File: config.mk
export PLATFORM = sky130hd
export DESIGN_NAME = nbit_pipe_addsub_flat
export DESIGN_NICKNAME = d
export VERILOG_FILES = /design/src/rtl/nbit_pipe_addsub_if.sv /design/src/rtl/nbit_pipe_addsub.sv /design/src/flat_wrapper.sv
export SDC_FILE = /design/constraint.sdc
export NUM_CORES = 1
export LEC_CHECK = 0
export ABC_AREA = 1
export CELL_PAD_IN_SITES_DETAIL_PLACEMENT = 1
export CELL_PAD_IN_SITES_GLOBAL_PLACEMENT = 1
export CORE_ASPECT_RATIO = 0.5
export CORE_MARGIN = 2
export CORE_UTILIZATION = 33
export DETAILED_ROUTE_END_ITERATION = 10
export PLACE_DENSITY = 0.67
export SYNTH_ARGS = -nofsm -noshare
export SYNTH_HDL_FRONTEND = slang
export SYNTH_SLANG_ARGS = --single-unit
File: constraint.sdc
create_clock -name clk -period 2.85 [get_ports clk]
set_clock_uncertainty 0.2 [all_clocks]
set_input_delay 0.57 -clock clk [delete_from_list [all_inputs] [get_ports clk]]
set_output_delay 0.57 -clock clk [all_outputs]
set_load 0.02 [all_outputs]
File: src/rtl/nbit_pipe_addsub_if.sv
// nbit_pipe_addsub_if: operand/result streaming bundle for nbit_pipe_addsub.
// Ports: in_valid/in_ready + a, b, cin, sub; out_valid/out_ready + sum, cout, ovf.
interface nbit_pipe_addsub_if #(
    parameter int WIDTH = 16
);
    logic             in_valid;
    logic             in_ready;
    logic [WIDTH-1:0] a;
    logic [WIDTH-1:0] b;
    logic             cin;
    logic             sub;
    logic             out_valid;
    logic             out_ready;
    logic [WIDTH-1:0] sum;
    logic             cout;
    logic             ovf;

    modport master (
        output in_valid, a, b, cin, sub, out_ready,
        input  in_ready, out_valid, sum, cout, ovf
    );

    modport slave (
        input  in_valid, a, b, cin, sub, out_ready,
        output in_ready, out_valid, sum, cout, ovf
    );
endinterface

File: src/rtl/nbit_pipe_addsub.sv
// nbit_pipe_addsub: pipelined ripple-carry add/subtract, one CHUNK per stage.
// Ports: clk, rst (sync, active-high), bus (slave side of the stream bundle).
module nbit_pipe_addsub #(
    parameter int WIDTH  = 16,
    parameter int STAGES = 4
) (
    input  logic              clk,
    input  logic              rst,
    nbit_pipe_addsub_if.slave bus
);
    localparam int CHUNK = WIDTH / STAGES;

    if (WIDTH < 1 || STAGES < 1 || (WIDTH % STAGES) != 0) begin : g_bad_param
        $error("nbit_pipe_addsub: WIDTH must be a positive multiple of STAGES");
    end

    logic              adv;
    logic [STAGES-1:0] v;
    logic [STAGES-1:0] cy;
    logic [WIDTH-1:0]  bp;
    logic              c0;

    // Global enable: the whole pipe moves or the whole pipe holds.
    assign adv          = !v[STAGES-1] || bus.out_ready;
    assign bus.in_ready = adv;

    // Subtraction is a + ~b + !cin, so stage 0 sees the effective operand.
    assign bp = bus.sub ? ~bus.b : bus.b;
    assign c0 = bus.sub ? !bus.cin : bus.cin;

    for (genvar k = 0; k < STAGES; k++) begin : g_st
        localparam int LO = k * CHUNK;
        localparam int HI = LO + CHUNK;

        logic [CHUNK-1:0] xa;
        logic [CHUNK-1:0] xb;
        logic             xc;
        logic             xv;
        logic [CHUNK:0]   t;
        logic [HI-1:0]    rs_d;
        logic [HI-1:0]    rs;
        logic             vr;
        logic             cr;

        // Remaining operand bits travel right-aligned, so the chunk a
        // stage consumes always sits in the low CHUNK bits of its source.
        if (k == 0) begin : g_in
            assign xa   = bus.a[CHUNK-1:0];
            assign xb   = bp[CHUNK-1:0];
            assign xc   = c0;
            assign xv   = bus.in_valid;
            assign rs_d = t[CHUNK-1:0];
        end else begin : g_in
            assign xa   = g_st[k-1].g_rem.ra[CHUNK-1:0];
            assign xb   = g_st[k-1].g_rem.rb[CHUNK-1:0];
            assign xc   = cy[k-1];
            assign xv   = v[k-1];
            assign rs_d = {t[CHUNK-1:0], g_st[k-1].rs};
        end

        assign t = {1'b0, xa} + {1'b0, xb} + {{CHUNK{1'b0}}, xc};

        always_ff @(posedge clk) begin
            if (rst) begin
                vr <= 1'b0;
                cr <= 1'b0;
                rs <= '0;
            end else if (adv) begin
                vr <= xv;
                cr <= t[CHUNK];
                rs <= rs_d;
            end
        end

        assign v[k]  = vr;
        assign cy[k] = cr;

        if (k < STAGES - 1) begin : g_rem
            logic [WIDTH-HI-1:0] ra;
            logic [WIDTH-HI-1:0] rb;
            logic [WIDTH-HI-1:0] ra_d;
            logic [WIDTH-HI-1:0] rb_d;

            if (k == 0) begin : g_src
                assign ra_d = bus.a[WIDTH-1:CHUNK];
                assign rb_d = bp[WIDTH-1:CHUNK];
            end else begin : g_src
                assign ra_d = g_st[k-1].g_rem.ra[WIDTH-LO-1:CHUNK];
                assign rb_d = g_st[k-1].g_rem.rb[WIDTH-LO-1:CHUNK];
            end

            always_ff @(posedge clk) begin
                if (rst) begin
                    ra <= '0;
                    rb <= '0;
                end else if (adv) begin
                    ra <= ra_d;
                    rb <= rb_d;
                end
            end
        end else begin : g_out
            logic ovf_r;

            // The top chunk holds both sign bits and the result sign.
            always_ff @(posedge clk) begin
                if (rst) begin
                    ovf_r <= 1'b0;
                end else if (adv) begin
                    ovf_r <= (xa[CHUNK-1] == xb[CHUNK-1]) &&
                             (t[CHUNK-1] != xa[CHUNK-1]);
                end
            end

            assign bus.sum = rs;
            assign bus.ovf = ovf_r;
        end
    end

    assign bus.out_valid = v[STAGES-1];
    assign bus.cout      = cy[STAGES-1];
endmodule

File: src/flat_wrapper.sv
// flat-port wrapper written by rule: the top's interface ports become plain ports
module nbit_pipe_addsub_flat 
#(
    parameter int WIDTH  = 16,
    parameter int STAGES = 4
)
  (clk, rst, bus_in_valid, bus_a, bus_b, bus_cin, bus_sub, bus_out_ready, bus_in_ready, bus_out_valid, bus_sum, bus_cout, bus_ovf);
  nbit_pipe_addsub_if #(.WIDTH(WIDTH)) bus_i ();
  input  logic clk;
  input  logic rst;
  input wire logic [$bits(bus_i.in_valid)-1:0] bus_in_valid;
  input wire logic [$bits(bus_i.a)-1:0] bus_a;
  input wire logic [$bits(bus_i.b)-1:0] bus_b;
  input wire logic [$bits(bus_i.cin)-1:0] bus_cin;
  input wire logic [$bits(bus_i.sub)-1:0] bus_sub;
  input wire logic [$bits(bus_i.out_ready)-1:0] bus_out_ready;
  output wire logic [$bits(bus_i.in_ready)-1:0] bus_in_ready;
  output wire logic [$bits(bus_i.out_valid)-1:0] bus_out_valid;
  output wire logic [$bits(bus_i.sum)-1:0] bus_sum;
  output wire logic [$bits(bus_i.cout)-1:0] bus_cout;
  output wire logic [$bits(bus_i.ovf)-1:0] bus_ovf;
  assign bus_i.in_valid = bus_in_valid;
  assign bus_i.a = bus_a;
  assign bus_i.b = bus_b;
  assign bus_i.cin = bus_cin;
  assign bus_i.sub = bus_sub;
  assign bus_i.out_ready = bus_out_ready;
  assign bus_in_ready = bus_i.in_ready;
  assign bus_out_valid = bus_i.out_valid;
  assign bus_sum = bus_i.sum;
  assign bus_cout = bus_i.cout;
  assign bus_ovf = bus_i.ovf;
  nbit_pipe_addsub #(.WIDTH(WIDTH), .STAGES(STAGES)) u_core (.clk(clk), .rst(rst), .bus(bus_i));
endmodule
=== After elaboration in Yosys (flattened, before gate mapping) ===
Index checks and enable logic that the tools add are counted.

* Bits in registers: 97
* Bits in latches: 0
* Bits in writable memories: 0
* Memory bits (read-only): 0
* Bits of input ports: 38
* Output and inout port bits: 20
* Logic and storage cells: 36
* Memories: 0

* Add/sub/neg operators: 8
* Multipliers: 0
* Divide/modulo/power cells: 0
* $lt $le $gt $ge: 0
* Equal/unequal tests: 2
* Shifts and indexed selects: 0
* Multiplexer cells: 2
* Bitwise logic cells: 1
* Reductions and logical operators: 4

{| class="wikitable"
|+ Operators with widths
! kind !! number
|-
| 4-bit by 4-bit adder with 5-bit output || 4
|-
| 5-bit by 1-bit adder with 5-bit output || 4
|-
| 16-bit two-way mux || 1
|-
| 16-bit NOT || 1
|-
| 1-bit zero test || 2
|-
| 1-bit equality test || 1
|-
| 1-bit logical AND || 1
|-
| 1-bit logical OR || 1
|-
| 1-bit two-way mux || 1
|-
| 1-bit != test || 1
|}

=== Longest topological paths before layout ===
* Depth after elaboration: 4
* Mapped depth: 11
* Mapped depth without buffers: 9

=== Worst setup path before layout ===
No wires, ideal clock.

* Path kind: input to register
* Start point: input bus_sub
* End point: register u_core.g_st[0].cr
* Library setup time: 0.117 ns
* Data arrival time: 2.053 ns
* Data required time: 2.533 ns
* Path slack: 0.480 ns
* Stages on the path: 10
* Path buffers: 2
* Path through: buf_4 -> buf_6 -> xnor2_1 -> fa_1 -> inv_1 -> fa_1 -> a21oi_1 -> nor2_1 -> nor3_1 -> nor2_1

* Cells in the longest elaborated chain, start to end: 3
* Elaborated cells on any way between the ends: 4
* Classes of those cells: add/sub (2); mux (2)

{| class="wikitable"
|+ RTL lines
! what !! line !! source
|-
| start: declaration || flat_wrapper.sv:15 || <nowiki>input wire logic [$bits(bus_i.sub)-1:0] bus_sub;</nowiki>
|-
| 16-bit two-way mux || nbit_pipe_addsub.sv:28 || <nowiki>assign bp = bus.sub ? ~bus.b : bus.b;</nowiki>
|-
| 4-bit by 4-bit adder with 5-bit output || nbit_pipe_addsub.sv:61 || <nowiki>assign t = {1'b0, xa} + {1'b0, xb} + {{CHUNK{1'b0}}, xc};</nowiki>
|-
| 5-bit by 1-bit adder with 5-bit output (*) || nbit_pipe_addsub.sv:61 ||
|-
| end signal: assignment || nbit_pipe_addsub.sv:70 || <nowiki>cr <= t[CHUNK];</nowiki>
|-
| end: declaration || nbit_pipe_addsub.sv:43 || <nowiki>logic cr;</nowiki>
|}

Every way passes the cells marked *; elsewhere a longest branch is shown, timed or not.
A chain may end at the register's enable or synchronous reset.

=== Worst setup path in the final report ===
* Start point: input bus_out_ready
* End point: output bus_in_ready

* Cells in the longest elaborated chain, start to end: 1

{| class="wikitable"
|+ RTL lines
! what !! line !! source
|-
| start: declaration || flat_wrapper.sv:16 || <nowiki>input wire logic [$bits(bus_i.out_ready)-1:0] bus_out_ready;</nowiki>
|-
| 1-bit logical OR || nbit_pipe_addsub.sv:24 || <nowiki>assign adv = !v[STAGES-1] || bus.out_ready;</nowiki>
|-
| end: declaration || flat_wrapper.sv:17 || <nowiki>output wire logic [$bits(bus_i.in_ready)-1:0] bus_in_ready;</nowiki>
|}

Every way passes these cells.

==> results.yml <==
outcome:
  outcome: "finished, final reports clean"
setup_path:
  path_cells: "clkdlybuf4s50_1 -> nor2_4 -> clkinv_2 -> clkdlybuf4s50_1"
  critPathKind: "input pin to primary output"
  setup.worst_path.start_class: "input pin"
  cpPeakStageDelay_ns: 0.62
  end_kind: "primary output"
  r2r_slack_ns: 0.91
  critPathMaxFanout: 2
  crit_buf_inv: 3
  crit_family: "buffers and inverters"
  crit_slowest_cell: "clkdlybuf4s50_1"
  cp_common_cell: "clkdlybuf4s50_1"
  worstPathRequired_ns: 2.08
  crit_arrival_ns: 1.82
timing:
  final-setup-viol-count: 0
  finalMaxSlewViolations: 0
  min_period_ns: 2.588
  fmax_ghz: 0.3864
  tightest_slew_ns: 0.6582
  rsz0062_at_grt: "no"
  setup_tns_ns: 0
  max-slew-margin-rel_pct: 56.12
  timing_hold_violations_final: 0
  fin_crit_sh_pct: 90.80
routing:
  wl_met1_mm: 5.030
  wl_met3_um: 388
  drtIter0Drc: 132
  ant_nets: 0
  first_pass_iters: 4
  postRouteWirelength_mm: 9.190
  drc: 0
  vias: 3229
  post_drt_wl_per_cell_um: 13.05
  via_per_inst: 4.587
  met2RoutedLength_mm: 3.660
  top_layer: "met4"
clocking:
  holdBufCountCts: 0
  clock-root-buffer: "clkbuf_16"
  cts_sinks: 97
  clock_latency_ns: 0.34
  post_cts_buffers: 0
  cts_buffers: 9
  clk_pin_slew_worst_paths_ns: 0.06
  h-tree-depth: 3
  cts_resized: 0
  clockBufferDepth: 2
  cts_tree: "built"
synth:
  synth-compound-area-share_pct: 16.85
  synth_cell_types: 21
  ys_seq_elements: 97
  syn_inst: 496
  synth_xor_area_share_pct: 4.471
  synth_top_area_share_pct: 47.20
  async_flop_share_pct: 0
  synth-simple-area-share_pct: 14.81
  synth_top_family_by_area: "compound AO/OA/AOI/OAI gates"
  ys_top_cells_by_area: "dfxtp_1 47%, nor2_1 11%, o21ai_0 8.6%"
  syn-num-nets: 554
  synth_most_common_cell: "nor2_1"
  synth_commonest_cells: "126 x nor2_1, 97 x dfxtp_1, 71 x o21ai_0"
  synthAdderAreaFrac_pct: 7.543
  ys_seq_area_share_pct: 47.20
  avgSynthCellArea_um2: 8.294
  netlist_area_um2: 4114
  yosysWarningCount: 0
  synth_edf_count: 0
  muxShareOfSynthArea_pct: 0
  synth_area_leader_cell: "dfxtp_1"
  yosys_most_used_dff: "dfxtp_1"
pwr:
  pwr-share-seq_pct: 51.2
  ir_drop_mv: 0.2156
  power.switching_uw: 733.0
  combPwrFrac_pct: 12.5
  p_clk_share_pct: 36.3
  finalPower_uw: 2976
  p_int_uw: 2243
  switching_share_pct: 24.63
  power_leakage_uw: 0.002185
  powerDensity_nw_per_um2: 601.8
floorplanning:
  core_region_area_um2: 11980
  die_h_um: 82.95
  rows: 28
  chipWidth_um: 161.9
  pin_count: 58
  die_area_um2: 13430
  start_util_pct: 34.34
layout:
  antenna_cells: 0
  drive_gt1_share_pct: 3.711
  syn_to_final_growth_pct: 20.22
  nets: 595
  fin_util_pct: 41.28
placement:
  gp_congestion: 0.7514
  dpl.hpwl_mm: 6.166
  port_buffers: 57
grt:
  grt_max_degree: 119
  track_usage_pct: 14.39
  overflow: 0
  grt_antenna_before_repair: 0
  grt_pass1_vias: 3198
  grt_pass1_wl_mm: 15.46
flow_run:
  max-cap-violations: 0
worst_hold_path:
  holdCritPathClass: "flip-flop to flip-flop"
worst min-delay path: cells and delay by family, from the launching register on:
kind / cells / cell delay [ns]
flip-flops: 1 / 0.31
buffers and inverters: 1 / 0.05
AO/OA/AOI/OAI: 1 / 0.05
cell usage in the layout (no fill, tap or decap), drive strengths merged:
master	count
nor2	127
dfxtp	97
o21ai	96
clkdlybuf4s50	57
a21oi	38
inv	31
nand2	17
xnor2	16
ha	12
clkbuf	12
nand3	9
fa	8
buf	6
xor2	5
o21bai	3
clkinv	2
nor3	2
nand4	1
power groups by stage:
stage | Clock [uW] | Combinational (uW) | Sequential, uW
final | 1080 | 373 | 1520
after detailed placement | 0 | 379 | 1550
after global placement | 0 | 368 | 1550
after floorplan | 0 | 226 | 1550
after global routing | 1160 | 429 | 1540
after CTS | 1110 | 381 | 1530
per-layer routing:
layer	global-route usage [%]	up-vias
met4	4.103	0
met5	0	-
li1	-	1683
met3	3.896	10
met1	20.92	1492
met2	20.77	44
worst paths after layout:
check / startpoint / endpoint / depth (start not counted)
worst max register to register: u_core.g_st[2].g_rem.rb[0]$_SDFFE_PP0P_ / u_core.bus.cout$_SDFFE_PP0P_ / 6
worst max-delay path: bus_out_ready / bus_in_ready / 4
worst min register to register: u_core.g_st[0].g_rem.rb[10]$_SDFFE_PP0P_ / u_core.g_st[1].g_rem.rb[6]$_SDFFE_PP0P_ / 2
worst min-delay path: u_core.g_st[0].g_rem.rb[10]$_SDFFE_PP0P_ / u_core.g_st[1].g_rem.rb[6]$_SDFFE_PP0P_ / 2
state kept, by name, indices dropped and copies added, names as in the netlist:
register	flops
u_core.g_st.g_rem.ra	24
u_core.g_st.rs	24
u_core.g_st.g_rem.rb	24
u_core.bus.cout	1
u_core.g_st.vr	3
u_core.g_st.cr	3
u_core.bus.out_valid	1
u_core.bus.sum	16
u_core.bus.ovf	1
final cells by class:
type,count,area (um2)
repair buffers,63,628.1
multi-input cells,334,1797
inverters,32,121.4
fillers,1436,7036
flip-flops and latches,97,1942
well taps,165,206.4
clock inverters,1,5.005
clock buffers,12,246.5
per-stage QoR:
step | instance area (um2) | setup WS [ns] | cells | hold WS, ns
finish | 4946 | 0.2622 | 704 | 0.2456
global route | 4946 | 0.2324 | 704 | 0.2660
CTS | 4946 | 0.2428 | 704 | 0.2508
detailed placement | 4695 | 0.1285 | 691 | 0.2414
global placement | 4695 | 0.1881 | 691 | 0.2345
floorplan | 4114 | 0.4805 | 496 | 0.2247
cells by family after synthesis:
kind of cell               after synthesis
xor gates and xnor gates                21
and+or+nand+nor                        156
AOI/OAI and AO/OA                      137
DFF                                     97
adders and majority gates               20
buffers and inverters                   65
No activity file was read; power rests on OpenSTA's default activity.
